<file path="src/rtl/packet_drain_pkg.sv">
// Shared flit/packet types for the reassembly buffer and its drain stage.
// The drain FSM encoding lives next to the packet element it consumes.
package types;
    localparam int FLIT_WIDTH      = 32;
    localparam int PACKET_ID_WIDTH = 8;

    typedef logic [FLIT_WIDTH-1:0]      flit_t;
    typedef logic [PACKET_ID_WIDTH-1:0] packet_id_t;
endpackage

package packet_types;
    import types::*;

    localparam int MAX_FLIT_NUM = 8;
    localparam int BUF_IW       = $clog2(MAX_FLIT_NUM);
    localparam int TAIL_WIDTH   = $clog2(MAX_FLIT_NUM + 1);

    typedef struct packed {
        flit_t [MAX_FLIT_NUM-1:0] buffer;
        logic [TAIL_WIDTH-1:0]    tail_index;
        packet_id_t               packet_id;
        logic                     is_complete;
    } packet_element_t;

    typedef enum logic [1:0] {
        IDLE    = 2'd0,
        STREAM  = 2'd1,
        DONE    = 2'd2,
        DISCARD = 2'd3
    } drain_state_t;

    // A packet may be streamed only if it is complete and holds 1..max_flits flits.
    function automatic logic is_drainable(input packet_element_t p, input int max_flits);
        return p.is_complete
            && (p.tail_index != {TAIL_WIDTH{1'b0}})
            && (int'(p.tail_index) <= max_flits);
    endfunction
endpackage

</file>
<file path="src/rtl/packet_drain_if.sv">
// Buffer-side and core-side handshake bundle of the packet drain stage.
interface packet_drain_if;
    import types::*;
    import packet_types::*;

    packet_element_t transfered_packet;
    logic            transfered_packet_valid;
    logic            transfered_packet_completed;
    flit_t           out_flit;
    logic            out_flit_valid;
    logic            out_flit_ready;
    logic            out_flit_last;
    packet_id_t      out_packet_id;

    modport master (
        output transfered_packet, transfered_packet_valid, out_flit_ready,
        input  transfered_packet_completed, out_flit, out_flit_valid,
        input  out_flit_last, out_packet_id
    );

    modport slave (
        input  transfered_packet, transfered_packet_valid, out_flit_ready,
        output transfered_packet_completed, out_flit, out_flit_valid,
        output out_flit_last, out_packet_id
    );
endinterface

</file>
<file path="src/rtl/packet_drain_sat_counter.sv">
// Up-counter that sticks at all-ones instead of wrapping.
module sat_counter #(
    parameter int WIDTH = 16
) (
    input  logic             clk,
    input  logic             rst_n,
    input  logic             clear,
    input  logic             inc,
    output logic [WIDTH-1:0] count
);
    localparam logic [WIDTH-1:0] ALL_ONES = {WIDTH{1'b1}};
    localparam logic [WIDTH-1:0] ONE      = {{(WIDTH-1){1'b0}}, 1'b1};

    // Count events, holding once the maximum is reached.
    always_ff @(posedge clk or negedge rst_n) begin
        if (!rst_n) begin
            count <= {WIDTH{1'b0}};
        end else if (clear) begin
            count <= {WIDTH{1'b0}};
        end else if (inc && (count != ALL_ONES)) begin
            count <= count + ONE;
        end else begin
            count <= count;
        end
    end
endmodule

</file>
<file path="src/rtl/packet_drain.sv">
// Streams the head completed packet flit-by-flit to the core side, then frees it;
// malformed or incomplete entries are dropped and counted.
module packet_drain
    import types::*;
    import packet_types::*;
#(
    parameter int MAX_FLITS   = MAX_FLIT_NUM,
    parameter int COUNT_WIDTH = 16
) (
    input  logic                   nocclk,
    input  logic                   rst_n,
    packet_drain_if.slave          bus,
    output logic                   busy,
    output logic [COUNT_WIDTH-1:0] drained_count,
    output logic [COUNT_WIDTH-1:0] discard_count
);
    localparam int IW = $clog2(MAX_FLITS + 1);
    localparam logic [IW-1:0]     IDX_ZERO  = {IW{1'b0}};
    localparam logic [IW-1:0]     IDX_ONE   = {{(IW-1){1'b0}}, 1'b1};
    localparam logic [BUF_IW-1:0] BUF_FIRST = {BUF_IW{1'b0}};

    drain_state_t  state_r;
    logic [IW-1:0] idx_r;
    logic [IW-1:0] len_r;
    logic [IW-1:0] idx_next_s;
    logic [IW-1:0] tail_s;
    flit_t         flit_r;
    logic          valid_r;
    logic          last_r;
    packet_id_t    id_r;

    assign idx_next_s = idx_r + IDX_ONE;
    assign tail_s     = IW'(bus.transfered_packet.tail_index);

    // Drain FSM and flit datapath; the buffer entry is read in place, no copy is kept.
    always_ff @(posedge nocclk or negedge rst_n) begin
        if (!rst_n) begin
            state_r <= IDLE;
            idx_r   <= IDX_ZERO;
            len_r   <= IDX_ZERO;
            flit_r  <= {FLIT_WIDTH{1'b0}};
            valid_r <= 1'b0;
            last_r  <= 1'b0;
            id_r    <= {PACKET_ID_WIDTH{1'b0}};
        end else begin
            case (state_r)
                IDLE: begin
                    if (bus.transfered_packet_valid) begin
                        if (is_drainable(bus.transfered_packet, MAX_FLITS)) begin
                            len_r   <= tail_s;
                            id_r    <= bus.transfered_packet.packet_id;
                            flit_r  <= bus.transfered_packet.buffer[BUF_FIRST];
                            idx_r   <= IDX_ZERO;
                            valid_r <= 1'b1;
                            last_r  <= (tail_s == IDX_ONE);
                            state_r <= STREAM;
                        end else begin
                            state_r <= DISCARD;
                        end
                    end
                end
                STREAM: begin
                    if (bus.out_flit_ready) begin
                        if (last_r) begin
                            valid_r <= 1'b0;
                            last_r  <= 1'b0;
                            state_r <= DONE;
                        end else begin
                            // Next beat is loaded on the accepting edge so beats run back-to-back.
                            idx_r  <= idx_next_s;
                            flit_r <= bus.transfered_packet.buffer[BUF_IW'(idx_next_s)];
                            last_r <= (idx_next_s == (len_r - IDX_ONE));
                        end
                    end
                end
                DONE:    state_r <= IDLE;
                DISCARD: state_r <= IDLE;
                default: state_r <= IDLE;
            endcase
        end
    end

    assign bus.out_flit                    = flit_r;
    assign bus.out_flit_valid              = valid_r;
    assign bus.out_flit_last               = last_r;
    assign bus.out_packet_id               = id_r;
    assign bus.transfered_packet_completed = (state_r == DONE) || (state_r == DISCARD);
    assign busy                            = (state_r != IDLE);

    sat_counter #(.WIDTH(COUNT_WIDTH)) u_drained (
        .clk   (nocclk),
        .rst_n (rst_n),
        .clear (1'b0),
        .inc   (state_r == DONE),
        .count (drained_count)
    );

    sat_counter #(.WIDTH(COUNT_WIDTH)) u_discard (
        .clk   (nocclk),
        .rst_n (rst_n),
        .clear (1'b0),
        .inc   (state_r == DISCARD),
        .count (discard_count)
    );
endmodule

</file>
<file path="src/flat_wrapper.sv">
// flat-port wrapper written by rule: the top's interface ports become plain ports
module packet_drain_flat import types::*; import packet_types::*;
#(
    parameter int MAX_FLITS   = MAX_FLIT_NUM,
    parameter int COUNT_WIDTH = 16
)
  (nocclk, rst_n, busy, drained_count, discard_count, bus_transfered_packet, bus_transfered_packet_valid, bus_out_flit_ready, bus_transfered_packet_completed, bus_out_flit, bus_out_flit_valid, bus_out_flit_last, bus_out_packet_id);
  packet_drain_if bus_i ();
  input  logic nocclk;
  input  logic rst_n;
  output logic busy;
  output logic [COUNT_WIDTH-1:0] drained_count;
  output logic [COUNT_WIDTH-1:0] discard_count;
  input wire logic [$bits(bus_i.transfered_packet)-1:0] bus_transfered_packet;
  input wire logic [$bits(bus_i.transfered_packet_valid)-1:0] bus_transfered_packet_valid;
  input wire logic [$bits(bus_i.out_flit_ready)-1:0] bus_out_flit_ready;
  output wire logic [$bits(bus_i.transfered_packet_completed)-1:0] bus_transfered_packet_completed;
  output wire logic [$bits(bus_i.out_flit)-1:0] bus_out_flit;
  output wire logic [$bits(bus_i.out_flit_valid)-1:0] bus_out_flit_valid;
  output wire logic [$bits(bus_i.out_flit_last)-1:0] bus_out_flit_last;
  output wire logic [$bits(bus_i.out_packet_id)-1:0] bus_out_packet_id;
  assign bus_i.transfered_packet = bus_transfered_packet;
  assign bus_i.transfered_packet_valid = bus_transfered_packet_valid;
  assign bus_i.out_flit_ready = bus_out_flit_ready;
  assign bus_transfered_packet_completed = bus_i.transfered_packet_completed;
  assign bus_out_flit = bus_i.out_flit;
  assign bus_out_flit_valid = bus_i.out_flit_valid;
  assign bus_out_flit_last = bus_i.out_flit_last;
  assign bus_out_packet_id = bus_i.out_packet_id;
  packet_drain #(.MAX_FLITS(MAX_FLITS), .COUNT_WIDTH(COUNT_WIDTH)) u_core (.nocclk(nocclk), .rst_n(rst_n), .bus(bus_i), .busy(busy), .drained_count(drained_count), .discard_count(discard_count));
endmodule
</file>
<file path="config.mk">
export PLATFORM = sky130hd
export DESIGN_NAME = packet_drain_flat
export DESIGN_NICKNAME = d
export VERILOG_FILES = /design/src/rtl/packet_drain_pkg.sv /design/src/rtl/packet_drain_if.sv /design/src/rtl/packet_drain_sat_counter.sv /design/src/rtl/packet_drain.sv /design/src/flat_wrapper.sv
export SDC_FILE = /design/constraint.sdc
export NUM_CORES = 1
export LEC_CHECK = 0
export ABC_CLOCK_PERIOD_IN_PS = 4300
export CAP_MARGIN = 20
export CORE_MARGIN = 4
export CORE_UTILIZATION = 25
export DETAILED_ROUTE_END_ITERATION = 16
export DONT_BUFFER_PORTS = 1
export GPL_TIMING_DRIVEN = 0
export HOLD_SLACK_MARGIN = 0.03
export MAX_ROUTING_LAYER = met4
export PLACE_DENSITY = 0.5
export SLEW_MARGIN = 20
export SYNTH_ARGS = -nofsm -noshare
export SYNTH_HDL_FRONTEND = slang
export SYNTH_SLANG_ARGS = --single-unit
export TNS_END_PERCENT = 20
</file>
<file path="constraint.sdc">
create_clock -name nocclk -period 4.3 [get_ports nocclk]
set_input_delay 0.86 -clock nocclk [delete_from_list [all_inputs] [get_ports nocclk]]
set_output_delay 0.86 -clock nocclk [all_outputs]
set_load 0.03 [all_outputs]
</file>
# == Word level (Yosys, flattened, before mapping) ==
# Cells that the tools add are included.
# classes
magnitude_cmp,2
n_reduce_logical,15
muxes,27
n_eq_ne,12
addsub,4
# op_table
operator,count
2-to-1 mux 32 bit,5
binary-select mux 32 bit (select 3 bit),1
one-hot mux 32 bit (2 select lines),1
adder 16 x 1 -> 16 bit (second input constant),2
!= test 16 bit (second input constant),2
2-to-1 mux 4 bit,4
AND reduction 5 bit,2
2-to-1 mux 1 bit,8
2-to-1 mux 2 bit,4
one-hot mux 4 bit (2 select lines),1
!= test 2 bit (second input constant),3
one-hot mux 2 bit (3 select lines),1
AND reduction 3 bit,2
adder 4 x 1 -> 4 bit (second input constant),1
equality test 2 bit (second input constant),2
equality test 4 x 1 -> 1 bit (second input constant),1
equality test 4 bit,1
less-or-equal comparator 4 bit (second input constant),1
logical AND 1 bit,4
< comparator 3 x 4 -> 1 bit (second input constant),1
!= test 2 x 1 -> 1 bit (second input constant),2
one-hot mux 1 bit (2 select lines),2
AND reduction 4 bit,1
nonzero test 2 bit,2
6 further kinds,6
# totals
wordCells,69
regBits,84
inputBits,273

# == Logic depth before layout (Yosys ltp) ==
# logic_depth
word_depth,6
mapped_depth,7

# == By module ==
# A second synthesis with hierarchy kept.
# hier_totals
hier_cells,571
hier_area_um2,6216.0
# by_module_without_submodules
mod,n_inst,cells_per_inst,area_per_inst_um2
packet_drain,1,375,4331.7
sat_counter,2,98,942.2

# == Worst setup path after synthesis ==
# OpenSTA, ideal clock, no wires.
# synth_timing
path_kind,input -> register
from,input bus_transfered_packet[10]
to,"register u_core.last_r, in the netlist u_core.bus.out_flit_last"
setup_ns,0.099
arrival_time_ns,2.153
slack_ns,2.047
n_path_buf,1
cell_stages,5
cell_sequence,or4_1 > nand3_1 > buf_4 > mux2_1 > a311oi_1
# synth_between
elab_chain_len,5
elab_cells_between_ends,10
cone_classes,order compare (1); eq/ne (2); mux (3); reduce/logical (4)
# synth_rtl
item,line,rtl
"start, declared",flat_wrapper.sv:14,input wire logic [$bits(bus_i.transfered_packet)-1:0] bus_transfered_packet;
"parallel branches: the longest is 5 deep, another holds less-or-equal comparator 4 bit",n/a,
"end signal, assigned",packet_drain.sv:55,last_r <= (tail_s == IDX_ONE);
"end signal, assigned",packet_drain.sv:72,last_r <= (idx_next_s == (len_r - IDX_ONE));
"end, declared",packet_drain.sv:29,logic last_r;
# Parallel ways; which one is timed is not known. The select of a mux whose other input is x is not followed.
# A chain may end at the register's enable or synchronous reset.

# == Worst setup path in the final report ==
# layout_timing
from,register u_core.idx_r[0]
to,"register u_core.flit_r[4], in the netlist u_core.bus.out_flit[4]"
# layout_between
elab_chain_len,6
# layout_rtl
item,line,rtl
"start, declared",packet_drain.sv:23,logic [IW-1:0] idx_r;
"start signal, assigned",packet_drain.sv:70,idx_r <= idx_next_s;
adder 4 x 1 -> 4 bit,packet_drain.sv:32,assign idx_next_s = idx_r + IDX_ONE;
binary-select mux 32 bit (select 3 bit),packet_drain.sv:71,flit_r <= bus.transfered_packet.buffer[BUF_IW'(idx_next_s)];
2-to-1 mux 32 bit (implied by the code),packet_drain.sv:71,
2-to-1 mux 32 bit,packet_drain.sv:64,if (last_r) begin
2-to-1 mux 32 bit,packet_drain.sv:63,if (bus.out_flit_ready) begin
one-hot mux 32 bit (2 select lines),packet_drain.sv:46,case (state_r)
"end signal, assigned",packet_drain.sv:41,flit_r <= {FLIT_WIDTH{1'b0}};
"end signal, assigned",packet_drain.sv:52,flit_r <= bus.transfered_packet.buffer[BUF_FIRST];
"end signal, assigned",packet_drain.sv:71,
"end, declared",packet_drain.sv:27,flit_t flit_r;
# Every way passes these cells. The select of a mux whose other input is x is not followed.

==> results.sh <==
export IMPL_wirelength_um=24800
export IMPL_cts_setup_buffers=0
export IMPL_grt_max_degree=85
export IMPL_critPathArrivalTime_ns=2.93
export IMPL_drive_gt1_frac=0.239
export IMPL_dieHeight_um=166
export IMPL_fin_nets=917
export IMPL_syn_inst=629
export IMPL_place_hpwl_um=19600
export IMPL_p_clk_frac=0.150
export IMPL_critPathKind="flip-flop to flip-flop"
export IMPL_numCtsBuffers=9
export IMPL_p_sw_mw=2.68
export IMPL_seq_power_share=0.345
export IMPL_post_cts_resized=0
export IMPL_die_area_sq_um=27600
export IMPL_via_count=5197
export IMPL_comb_power_share=0.506
export IMPL_holdCritPathClass="primary input to async pin"
export IMPL_synth_seq_area_share=0.336
export IMPL_switching_share=0.505
export IMPL_clock_skew_ns=0.0105
export IMPL_start_kind="flip-flop"
export IMPL_seqCellArea_sq_um=2100
export IMPL_drv_slew=0
export IMPL_htreeDepth=3
export IMPL_viasPerCell=5.35
export IMPL_drt_iter0_markers=381
export IMPL_synth_top_flop_cell="dfrtp_1"
export IMPL_maxSlewHeadroom=0.453
export IMPL_routabilityCongestion=0.829
export IMPL_finalHoldViolCount=0
export IMPL_hold_ws_ns=0.197
export IMPL_cts_hold_buf=0
export IMPL_ys_seq_elements=84
export IMPL_synth_fp_nets=906
export IMPL_synth_cell_types=50
export IMPL_clock_latency_ns=0.35
export IMPL_clk_pin_slew_ns=0.07
export IMPL_port_buffers=0
export IMPL_status="complete, no violations"
export IMPL_synth_async_reset_ratio=1.00
export IMPL_remaining_drc_errors=0
export IMPL_grt_pass1_wl_um=36700
export IMPL_grt_overflow=0
export IMPL_n_fill_cell=2639
export IMPL_rsz0062_at_grt="no"
export IMPL_cts_num_sinks=84
export IMPL_cts_tree="built"
export IMPL_wire_per_inst_um=25.5
export IMPL_crit_fanout=10
export IMPL_synth_edff_count=0
export IMPL_post_route_period_util=0.621
export IMPL_worstPathRequired_ns=4.56
export IMPL_layout_common_cells="mux2_2, dfrtp_1, mux2i_1, o21ai_0, a31oi_1"
export IMPL_finalSetupTns_ns=0
export IMPL_fmax_mhz=375
export IMPL_leakage_nw=3.04
export IMPL_antenna_found_initial=3
export IMPL_period_needed_ns=2.67
export IMPL_end_kind="flip-flop"
export IMPL_grt_pass1_vias=5571
export IMPL_maxCapViolCount=0
export IMPL_irDropWorstVdd_uv=273
export IMPL_yosysWarningCount=0
export IMPL_root_buffer="clkbuf_16"
export IMPL_first_pass_iters=5
export IMPL_power_density_nw_per_um2=763
export IMPL_syn_to_final_growth_pct=11.2
export IMPL_synth_cell_area_sq_um=6250
export IMPL_layout_commonest_cell="mux2_2"
export IMPL_core_sq_um=24500
export IMPL_setup_viol=0
export IMPL_placementRows=57
export IMPL_ioPinCount=349
export IMPL_tightest_slew_ns=0.817
export IMPL_die_w_um=166
export IMPL_ant_nets=0
export IMPL_p_int_mw=2.62
export IMPL_initial_utilization=0.256
export IMPL_syn_avg_cell_area_sq_um=9.94
export IMPL_grtUsageTotal=0.178
export IMPL_cts_buffer_depth=2
export IMPL_multi_input_area_sq_um=3900
worst paths after layout:
kind	slack, ns	to	start	depth (start not counted)
worst max-delay path	1.63	u_core.bus.out_flit[4]	u_core.idx_r[0]	6
worst min-delay path	0.20	u_core.u_drained.count[8]	rst_n	0
worst max register to register	1.63	u_core.bus.out_flit[4]	u_core.idx_r[0]	6
worst min register to register	0.54	u_core.len_r[1]	u_core.len_r[1]	1
max in group asynchronous	3.94	u_core.bus.out_flit[9]	rst_n	0
min in group nocclk	0.54	u_core.len_r[1]	u_core.len_r[1]	1
cell type report:
cell class              count  share of cell area
multi-input cells         491               0.561
flip-flops and latches     84               0.302
well taps                 324              0.0583
clock buffers              10              0.0344
plain buffers              47              0.0320
clock inverters             6             0.00684
inverters                   7             0.00378
diodes                      3             0.00108
state kept, by name, summed over array words and instances (netlist names):
signal / cells
u_core.bus.out_flit_last: 1
u_core.len_r: 4
u_core.bus.out_flit: 32
u_core.u_discard.count: 16
u_core.bus.out_flit_valid: 1
u_core.idx_r: 4
u_core.bus.out_packet_id: 8
u_core.state_r: 2
u_core.u_drained.count: 16
stage by stage:
stage	setup WS, ns	total power [mW]	instance area [sq um]	instances	util
after floorplan	2.05	3.74	6250	629	-
after global placement	1.65	4.54	6660	953	0.272
after detailed placement	1.59	4.56	6660	953	0.272
after CTS	1.57	5.39	6950	969	0.284
after global routing	1.46	5.70	6950	972	0.284
final	1.63	5.31	6950	972	0.284
cell usage after synthesis, types with 4 or more instances:
library cell,instances,area [sq um]
mux2_2,111,1250
mux2i_1,64,641
and2_1,32,200
clkbuf_1,25,93.8
nand3_1,13,65.1
a31oi_1,33,206
nand4_1,10,62.6
dfrtp_1,84,2100
buf_2,16,80.1
and4_1,4,35.0
nor2_1,6,22.5
o21ai_1,13,65.1
inv_1,7,26.3
a21oi_1,13,65.1
o21ai_0,52,260
nand2b_1,6,37.5
nand2_1,13,48.8
nor3_1,12,60.1
xnor2_1,6,52.6
nor4_1,5,31.3
o22ai_1,32,200
ha_1,4,50.1
xor2_1,30,263
cells by family (layout without fill, tap and decap cells):
logic type,after synthesis,in the layout,share of synthesized area
buf+inv,54,70,0.0398
mux,176,176,0.304
compound gates,153,153,0.141
fa+ha+maj,4,4,0.00800
other cells,0,3,0
flops,84,84,0.336
simple gates,121,121,0.118
xor+xnor,37,37,0.0530
power by group through the flow:
stage               Combinational, mW  Sequential [mW]  Clock (mW)
floorplan                        2.02             1.73           0
detailed placement               2.71             1.85           0
global route                     2.96             1.87       0.861
CTS                              2.72             1.84       0.837
global placement                 2.69             1.85           0
finish                           2.68             1.83       0.794
per-layer routing:
layer / up-vias / global-route usage / share of wire
li1: 2386 / - / -
met5: - / - / 0
met2: 247 / 0.295 / 0.50
met3: 13 / 0.0652 / 0.082
met1: 2551 / 0.209 / 0.41
met4: 0 / 0.0373 / 0.011
critical path, stage by stage (launching register included):
cell	delay (ns)
dfrtp_1	0.42
ha_1	0.25
xnor2_2	0.67
or2_2	0.36
clkbuf_1	0.42
o21ai_0	0.25
o21ai_0	0.21
Note: power is estimated with default switching activity, not from simulation.
